==> config.mk <==
export PLATFORM = sky130hd
export DESIGN_NAME = countdown_timer
export DESIGN_NICKNAME = d
export VERILOG_FILES = /design/src/rtl/countdown_timer.sv
export SDC_FILE = /design/constraint.sdc
export NUM_CORES = 1
export LEC_CHECK = 0
export ABC_AREA = 0
export ABC_CLOCK_PERIOD_IN_PS = 5400
export CAP_MARGIN = 15
export CORE_MARGIN = 2
export CORE_UTILIZATION = 55
export CTS_CLUSTER_SIZE = 20
export DETAILED_ROUTE_END_ITERATION = 10
export GPL_TIMING_DRIVEN = 0
export PLACE_DENSITY = 0.85
export SYNTH_ARGS = -nofsm -noshare
export SYNTH_HDL_FRONTEND = slang
export SYNTH_SLANG_ARGS = --single-unit
==> constraint.sdc <==
create_clock -name clk -period 5.4 [get_ports clk]
set_clock_uncertainty 0.1 [all_clocks]
set_input_delay 1.08 -clock clk [delete_from_list [all_inputs] [get_ports clk]]
set_output_delay 1.08 -clock clk [all_outputs]
set_load 0.1 [all_outputs]
==> src/rtl/countdown_timer.sv <==
// Loadable down-counter with terminal-count pulse.
// One-shot or auto-reload interval/timeout generator.
module countdown_timer #(
    parameter int WIDTH = 16
) (
    input  logic             clk,
    input  logic             reset,
    input  logic             load,
    input  logic [WIDTH-1:0] load_value,
    input  logic             cnt_ena,
    input  logic             auto_reload,
    input  logic             abort,
    output logic [WIDTH-1:0] count,
    output logic             tc,
    output logic             busy
);

    typedef enum logic {
        IDLE = 1'b0,
        RUN  = 1'b1
    } state_t;

    state_t           state_q;
    state_t           state_d;
    logic [WIDTH-1:0] count_d;
    logic [WIDTH-1:0] reload_q;
    logic [WIDTH-1:0] reload_d;
    logic             tc_d;

    logic             lv_zero;
    logic             at_one;
    logic             do_abort;
    logic             do_load;
    logic             do_dec;
    logic             do_exp;

    assign lv_zero = (load_value == '0);
    assign at_one  = (count == WIDTH'(1));

    // RUN-state events, made one-hot so the priority lives here
    assign do_abort = abort;
    assign do_load  = load & ~abort;
    assign do_dec   = cnt_ena & ~load & ~abort & ~at_one;
    assign do_exp   = cnt_ena & ~load & ~abort & at_one;

    // Next-state and next-output decode
    always_comb begin
        state_d  = state_q;
        count_d  = count;
        reload_d = reload_q;
        tc_d     = 1'b0;
        case (state_q)
            IDLE: begin
                if (load) begin
                    count_d  = load_value;
                    reload_d = load_value;
                    if (!lv_zero) begin
                        state_d = RUN;
                    end
                end
            end
            RUN: begin
                unique case (1'b1)
                    do_abort: begin
                        count_d = '0;
                        state_d = IDLE;
                    end
                    do_load: begin
                        count_d  = load_value;
                        reload_d = load_value;
                        if (lv_zero) begin
                            state_d = IDLE;
                        end
                    end
                    do_dec: begin
                        count_d = count - WIDTH'(1);
                    end
                    do_exp: begin
                        tc_d = 1'b1;
                        if (auto_reload) begin
                            count_d = reload_q;
                        end else begin
                            count_d = '0;
                            state_d = IDLE;
                        end
                    end
                    default: begin
                        count_d = count;
                    end
                endcase
            end
            default: begin
                state_d = IDLE;
                count_d = '0;
            end
        endcase
    end

    // State, count, reload value and tc registers
    always_ff @(posedge clk) begin
        if (!reset) begin
            state_q  <= IDLE;
            count    <= '0;
            reload_q <= '0;
            tc       <= 1'b0;
        end else begin
            state_q  <= state_d;
            count    <= count_d;
            reload_q <= reload_d;
            tc       <= tc_d;
        end
    end

    assign busy = (state_q == RUN);

endmodule

==> summary.txt, run 1 <==
Flow run
  • Total of max-cap violations: 0

Power
  • Internal cell power: 0.4637 mW
  • Power share of the sequential group: 39.2%
  • Leakage: 0.9156 nW
  • P_sw: 0.2792 mW
  • PD cells: 293.5 nW/um2
  • Maximum vdd drop: 175.0 uV
  • Clock share of power: 26.1%
  • Part of the power in combinational logic: 34.7%
  • Switching share of power: 37.59%

Clock tree
  • Hold_buf cts: 0
  • Clock sinks: 34
  • Post CTS Setup Buffer Count: 0
  • Clock slew at reported path FFs: 110 ps
  • Clock buffer depth: 2
  • Clock latency on the worst-skew pair: 340 ps
  • Post-cts sizing count: 0
  • CTS tree: done
  • Root buffer cell: clkbuf_4
  • Cts bufs inserted: 5
  • H-tree depth: 2

Global route
  • Pin count of the biggest net entering global routing: 11
  • Grt ovf: 0
  • Initial antenna violation count: 0
  • GRT Total Usage: 30.12%
  • First-pass GRT wire length: 9735 um
  • Number of global-route vias before repair: 1989

Final layout
  • Area growth, synth to finish: 25.81%
  • Most frequent cells in the layout: nand2_1 (57), clkdlybuf4s50_1 (38), dfxtp_1 (34)
  • Commonest non-fill, non-tap cell in the layout: nand2_1
  • Design Area, Final: 2531 um2
  • Share of cells above drive strength 1: 7.261%
  • # diodes: 0
  • Fillers: 287
  • Nets: 327

STA
  • Final period util: 59.77%
  • Pins over their slew limit: 0
  • Final setup vio count: 0
  • Slew Limit Headroom: 35.37%
  • Hold WS: 371.7 ps
  • Worst-margin pin slew: 966.4 ps
  • Fin crit period: 3227 ps
  • Final setup margin: 2173 ps
  • Fin. Hold Viols: 0
  • Setup TNS: 0 ps
  • Highest Clock Rate: 0.3098 GHz
  • RSZ-0062 raised after global routing: no

Die
  • Initial Util: 58.90%
  • Core Rows: 21
  • DIE WIDTH: 64.48 um
  • Total die area: 4158 um2
  • Core box area: 3416 um2
  • Die height: 64.48 um
  • I/O pins: 40

Worst setup path
  • Critical path type: register to primary output
  • R2r setup slk: 3180 ps
  • Setup crit start kind: register
  • R2R depth: 7
  • Crit path max-delay family: buffers and inverters
  • Worst endpoint required time: 4220 ps
  • CP max stage delay: 1190 ps
  • Worst r2r dst: count[14]$_SDFFE_PN0P_
  • Slowest-stage cell, CP: clkdlybuf4s50_1
  • Crit end category: primary output
  • CP bufs+invs: 1
  • Worst setup endpoint: count[2]
  • Path length in cells of the critical path: 1
  • Worst-path maximum fanout: 7
  • Crit. Startpoint: count[2]$_SDFFE_PN0P_
  • Reg2reg start: count[0]$_SDFFE_PN0P_
  • Critical-path cell list: clkdlybuf4s50_1
  • CP Data Arrival Time: 2050 ps

Routing
  • Via-per-instance ratio: 6.201
  • Overall routed net length: 5682 um
  • WL per Instance: 16.28 um
  • Via count: 2164
  • DRT iter0 DRCs: 240
  • DRC viols: 0
  • Final antenna-violating net count: 0
  • DR pass1 iterations: 5

Place
  • DP HPWL: 4272 um
  • IO Port Bufs: 38
  • Post-place setup slack: 2260 ps
  • DP Area: 2450 um2
  • Final GP Congestion: 0.8945

Synthesis
  • Synthesized area: 2012 um2
  • Post-Syn Area per Cell: 7.798 um2
  • Post-synth EDFFs: 0
  • Largest cells by area after synthesis: dfxtp_1 (34%), nand2_1 (11%), a21boi_0 (6.0%)
  • Largest area contributor in the netlist: dfxtp_1
  • Main flop type after synthesis: dfxtp_1
  • Seq/Total Area, Yosys: 33.83%
  • Asr flop ratio synth: 0%
  • Share of the synthesized area in the top cell type: 33.83%
  • Mapped Cells: 258
  • Yosys warnings: 0
  • Syn nets: 282
  • Yosys reg bits: 34
  • Yosys cell types: 44

Run status
  • Status: finished clean

Worst hold path
  • HP Class: register to register
  • Hold Path Depth: 2
-- through the flow --
stage | std cells | utilization, % | power [mW]
2_1_floorplan | 258 | - | 0.4780
3_3_place_gp | 342 | 71.72 | 0.5457
3_5_place_dp | 342 | 71.72 | 0.5489
4_1_cts | 349 | 74.10 | 0.7413
5_1_grt | 349 | 74.10 | 0.7776
6_report | 349 | 74.10 | 0.7429
-- power by group through the flow --
stage / sequential (mW) / combinational (mW) / clock, mW
2_1_floorplan: 0.367 / 0.111 / 0
3_3_place_gp: 0.296 / 0.250 / 0
6_report: 0.291 / 0.258 / 0.194
5_1_grt: 0.294 / 0.276 / 0.208
3_5_place_dp: 0.296 / 0.253 / 0
4_1_cts: 0.290 / 0.255 / 0.196
-- sequential cells by signal, indices dropped and copies added (netlist names) --
name	count
busy	1
count	16
reload_q	16
tc	1
-- worst min-delay path by stage --
stage	slack [ps]	from	endpoint
2_1_floorplan	340	reload_q[10]$_SDFFE_PN0P_	reload_q[10]$_SDFFE_PN0P_
3_3_place_gp	350	reload_q[0]$_SDFFE_PN0P_	reload_q[0]$_SDFFE_PN0P_
3_5_place_dp	360	reload_q[0]$_SDFFE_PN0P_	reload_q[0]$_SDFFE_PN0P_
4_1_cts	370	reload_q[0]$_SDFFE_PN0P_	reload_q[0]$_SDFFE_PN0P_
5_1_grt	410	reload_q[1]$_SDFFE_PN0P_	reload_q[1]$_SDFFE_PN0P_
6_report	370	reload_q[0]$_SDFFE_PN0P_	reload_q[0]$_SDFFE_PN0P_
-- cells by family (layout without fill, tap and decap cells) --
| group | count (synthesis) | after routing | synth area share (%) |
|---|---|---|---|
| flops | 34 | 34 | 33.83 |
| compound gates | 74 | 74 | 25.31 |
| fa+ha+maj | 2 | 2 | 1.244 |
| buf+inv | 22 | 67 | 4.788 |
| xor+xnor | 13 | 13 | 5.659 |
| mux | 1 | 1 | 0.5597 |
| simple gates | 112 | 112 | 28.61 |
-- cells in the mapped netlist, types with 7 or more instances --
cell type	instances
nand2_1	57
nor2_1	7
a21oi_1	17
nand3_1	10
o21ai_0	10
dfxtp_1	34
xnor2_1	8
inv_1	7
clkbuf_1	8
a21boi_0	16
o211ai_1	7
a221oi_1	13
-- routing by layer --
metal | share of wire (%) | global-route usage (%)
met2 | 45 | 46.09
met1 | 46 | 42.97
met3 | 7.3 | 5.382
met4 | 1.7 | 9.840
met5 | 0 | 0
-- area by class of cell --
cell class                 count  area, um2  area share (%)
multi-input combinational    202       1235           48.79
sequential                    34      680.7           26.89
timing repair buffer          38      380.4           15.03
buffer                        14      66.31           2.620
tap                           46      57.56           2.274
clock buffer                   6      51.30           2.027
clock inverter                 1      30.03           1.186
inverter                       8      30.03           1.186
(Power assumes the default switching activity.)
==> run 2, diff against run 1 <==
--- a/config.mk
+++ b/config.mk
@@ -6,14 +6,14 @@
 export NUM_CORES = 1
 export LEC_CHECK = 0
 export ABC_AREA = 0
-export ABC_CLOCK_PERIOD_IN_PS = 5400
+export ABC_CLOCK_PERIOD_IN_PS = 3250
 export CAP_MARGIN = 15
 export CORE_MARGIN = 2
-export CORE_UTILIZATION = 55
+export CORE_UTILIZATION = 51
 export CTS_CLUSTER_SIZE = 20
 export DETAILED_ROUTE_END_ITERATION = 10
 export GPL_TIMING_DRIVEN = 0
-export PLACE_DENSITY = 0.85
+export PLACE_DENSITY = 0.8
 export SYNTH_ARGS = -nofsm -noshare
 export SYNTH_HDL_FRONTEND = slang
 export SYNTH_SLANG_ARGS = --single-unit
==> constraint.sdc (replaced) <==
create_clock -name clk -period 3.25 [get_ports clk]
set_clock_uncertainty 0.1 [all_clocks]
set_input_delay 0.65 -clock clk [delete_from_list [all_inputs] [get_ports clk]]
set_output_delay 0.65 -clock clk [all_outputs]
set_load 0.1 [all_outputs]
==> summary.txt, run 2 (synthesized netlist as in run 1, its figures left out) <==
Global route
  • GRT Total Usage: 28.01% (was 30.12%)
  • Grt ovf: 0 (unchanged)
  • Pin count of the biggest net entering global routing: 11 (unchanged)
  • Initial antenna violation count: 0 (unchanged)
  • First-pass GRT wire length: 9287 um (was 9735 um)
  • Number of global-route vias before repair: 1887 (was 1989)

Place
  • DP Area: 2452 um2 (was 2450 um2)
  • IO Port Bufs: 38 (unchanged)
  • Final GP Congestion: 0.9211 (was 0.8945)
  • DP HPWL: 4297 um (was 4272 um)

Clock tree
  • H-tree depth: 2 (unchanged)
  • CTS tree: done (unchanged)
  • Root buffer cell: clkbuf_8 (was clkbuf_4)
  • Clock sinks: 34 (unchanged)
  • Clock buffer depth: 2 (unchanged)
  • Post-cts sizing count: 0 (unchanged)
  • Clock slew at reported path FFs: 70 ps (was 110 ps)
  • Cts bufs inserted: 5 (unchanged)
  • Clock latency on the worst-skew pair: 290 ps (was 340 ps)
  • Hold_buf cts: 0 (unchanged)
  • Post CTS Setup Buffer Count: 0 (unchanged)

Worst setup path
  • CP bufs+invs: 1 (unchanged)
  • Setup crit start kind: register (unchanged)
  • CP Data Arrival Time: 1990 ps (was 2050 ps)
  • Critical path type: register to primary output (unchanged)
  • Critical-path cell list: clkdlybuf4s50_1 (unchanged)
  • Crit path max-delay family: buffers and inverters (unchanged)
  • Worst endpoint required time: 2500 ps (was 4220 ps)
  • R2r setup slk: 1140 ps (was 3180 ps)
  • Worst-path maximum fanout: 7 (unchanged)
  • Slowest-stage cell, CP: clkdlybuf4s50_1 (unchanged)
  • CP max stage delay: 1200 ps (was 1190 ps)
  • Crit end category: primary output (unchanged)

STA
  • Highest Clock Rate: 0.3645 GHz
  • Slew Limit Headroom: 33.25% (was 35.37%)
  • Fin. Hold Viols: 0 (unchanged)
  • Worst-margin pin slew: 998.1 ps (was 966.4 ps)
  • Final setup vio count: 0 (unchanged)
  • Setup TNS: 0 ps (unchanged)
  • RSZ-0062 raised after global routing: no (unchanged)
  • Final period util: 84.43%
  • Pins over their slew limit: 0 (unchanged)
  • Fin crit period: 2744 ps

Final layout
  • Util after Layout: 68.45% (was 74.10%)
  • Most frequent cells in the layout: nand2_1 (57), clkdlybuf4s50_1 (38), dfxtp_1 (34) (unchanged)
  • Largest regs: count (16), reload_q (16) (unchanged)
  • Commonest non-fill, non-tap cell in the layout: nand2_1 (unchanged)
  • Area growth, synth to finish: 26.43% (was 25.81%)
  • Share of cells above drive strength 1: 7.237% (was 7.261%)
  • Design Area, Final: 2544 um2 (was 2531 um2)
  • Nets: 327 (unchanged)
  • # diodes: 0 (unchanged)

Die
  • Initial Util: 54.14% (was 58.90%)
  • Total die area: 4464 um2 (was 4158 um2)
  • Core Rows: 22 (was 21)
  • I/O pins: 40 (unchanged)
  • Die height: 66.81 um (was 64.48 um)
  • Core box area: 3716 um2 (was 3416 um2)
  • DIE WIDTH: 66.81 um (was 64.48 um)

Power
  • Pwr Total: 1.228 mW (was 0.7429 mW)
  • Maximum vdd drop: 326.2 uV (was 175.0 uV)
  • Leakage: 0.9195 nW (was 0.9156 nW)
  • PD cells: 482.9 nW/um2 (was 293.5 nW/um2)

Routing
  • DRT iter0 DRCs: 248 (was 240)
  • DR pass1 iterations: 5 (unchanged)
  • Final antenna-violating net count: 0 (unchanged)
  • DRC viols: 0 (unchanged)
  • Via-per-instance ratio: 6.023 (was 6.201)
  • Overall routed net length: 5558 um (was 5682 um)
  • WL per Instance: 15.79 um (was 16.28 um)
  • Via count: 2120 (was 2164)

Run status
  • Status: finished clean (unchanged)

Worst hold path
  • HP Class: register to register (unchanged)

Flow run
  • Total of max-cap violations: 0 (unchanged)
[run 2: cell types whose count changed in the layout (fill, tap and decap cells not counted)]
cell,previous run,this run
clkbuf_1,8,9
clkbuf_4,5,0
bufinv_16,1,0
clkbuf_8,1,6
clkinv_2,0,1
[run 2: worst paths after layout]
path | end | cells past startpoint | start
worst max-delay path | count[3] | 1 | count[3]$_SDFFE_PN0P_
worst min-delay path | reload_q[5]$_SDFFE_PN0P_ | 2 | reload_q[5]$_SDFFE_PN0P_
worst max register to register | count[14]$_SDFFE_PN0P_ | 7 | count[0]$_SDFFE_PN0P_
worst min register to register | reload_q[5]$_SDFFE_PN0P_ | 2 | reload_q[5]$_SDFFE_PN0P_
[run 2: power by group]
part	internal [mW]	leakage, nW	switching [mW]
Combinational	0.145	0.591	0.277
Sequential	0.446	0.280	0.0380
Clock	0.171	0.0482	0.151
[run 2: per-layer routing]
| layer | share of wire [%] | vias to the layer above | wire length [um] | global-route usage (%) |
|---|---|---|---|---|
| li1 | - | 1036 | - | - |
| met1 | 47 | 997 | 2632 | 38.71 |
| met2 | 45 | 78 | 2521 | 43.00 |
| met3 | 5.4 | 9 | 301 | 6.419 |
| met4 | 1.8 | 0 | 102 | 8.929 |
| met5 | 0 | - | 0 | 0 |
[run 2: final cells by class]
cell class | count | area, um2
buffer | 14 | 66.31
clock buffer | 7 | 86.33
clock inverter | 1 | 5.005
fill | 327 | 1172
inverter | 8 | 30.03
multi-input combinational | 202 | 1235
sequential | 34 | 680.7
tap | 48 | 60.06
timing repair buffer | 38 | 380.4
[run 2: stage by stage]
stage | setup slack, ps | instances | hold WS, ps
2_1_floorplan | 657.8 | 258 | 343.3
6_report | 506.1 | 352 | 370.7
5_1_grt | 449.7 | 352 | 394.4
3_3_place_gp | 572.9 | 344 | 351.1
4_1_cts | 500.9 | 352 | 372.3
3_5_place_dp | 522.1 | 344 | 362.8
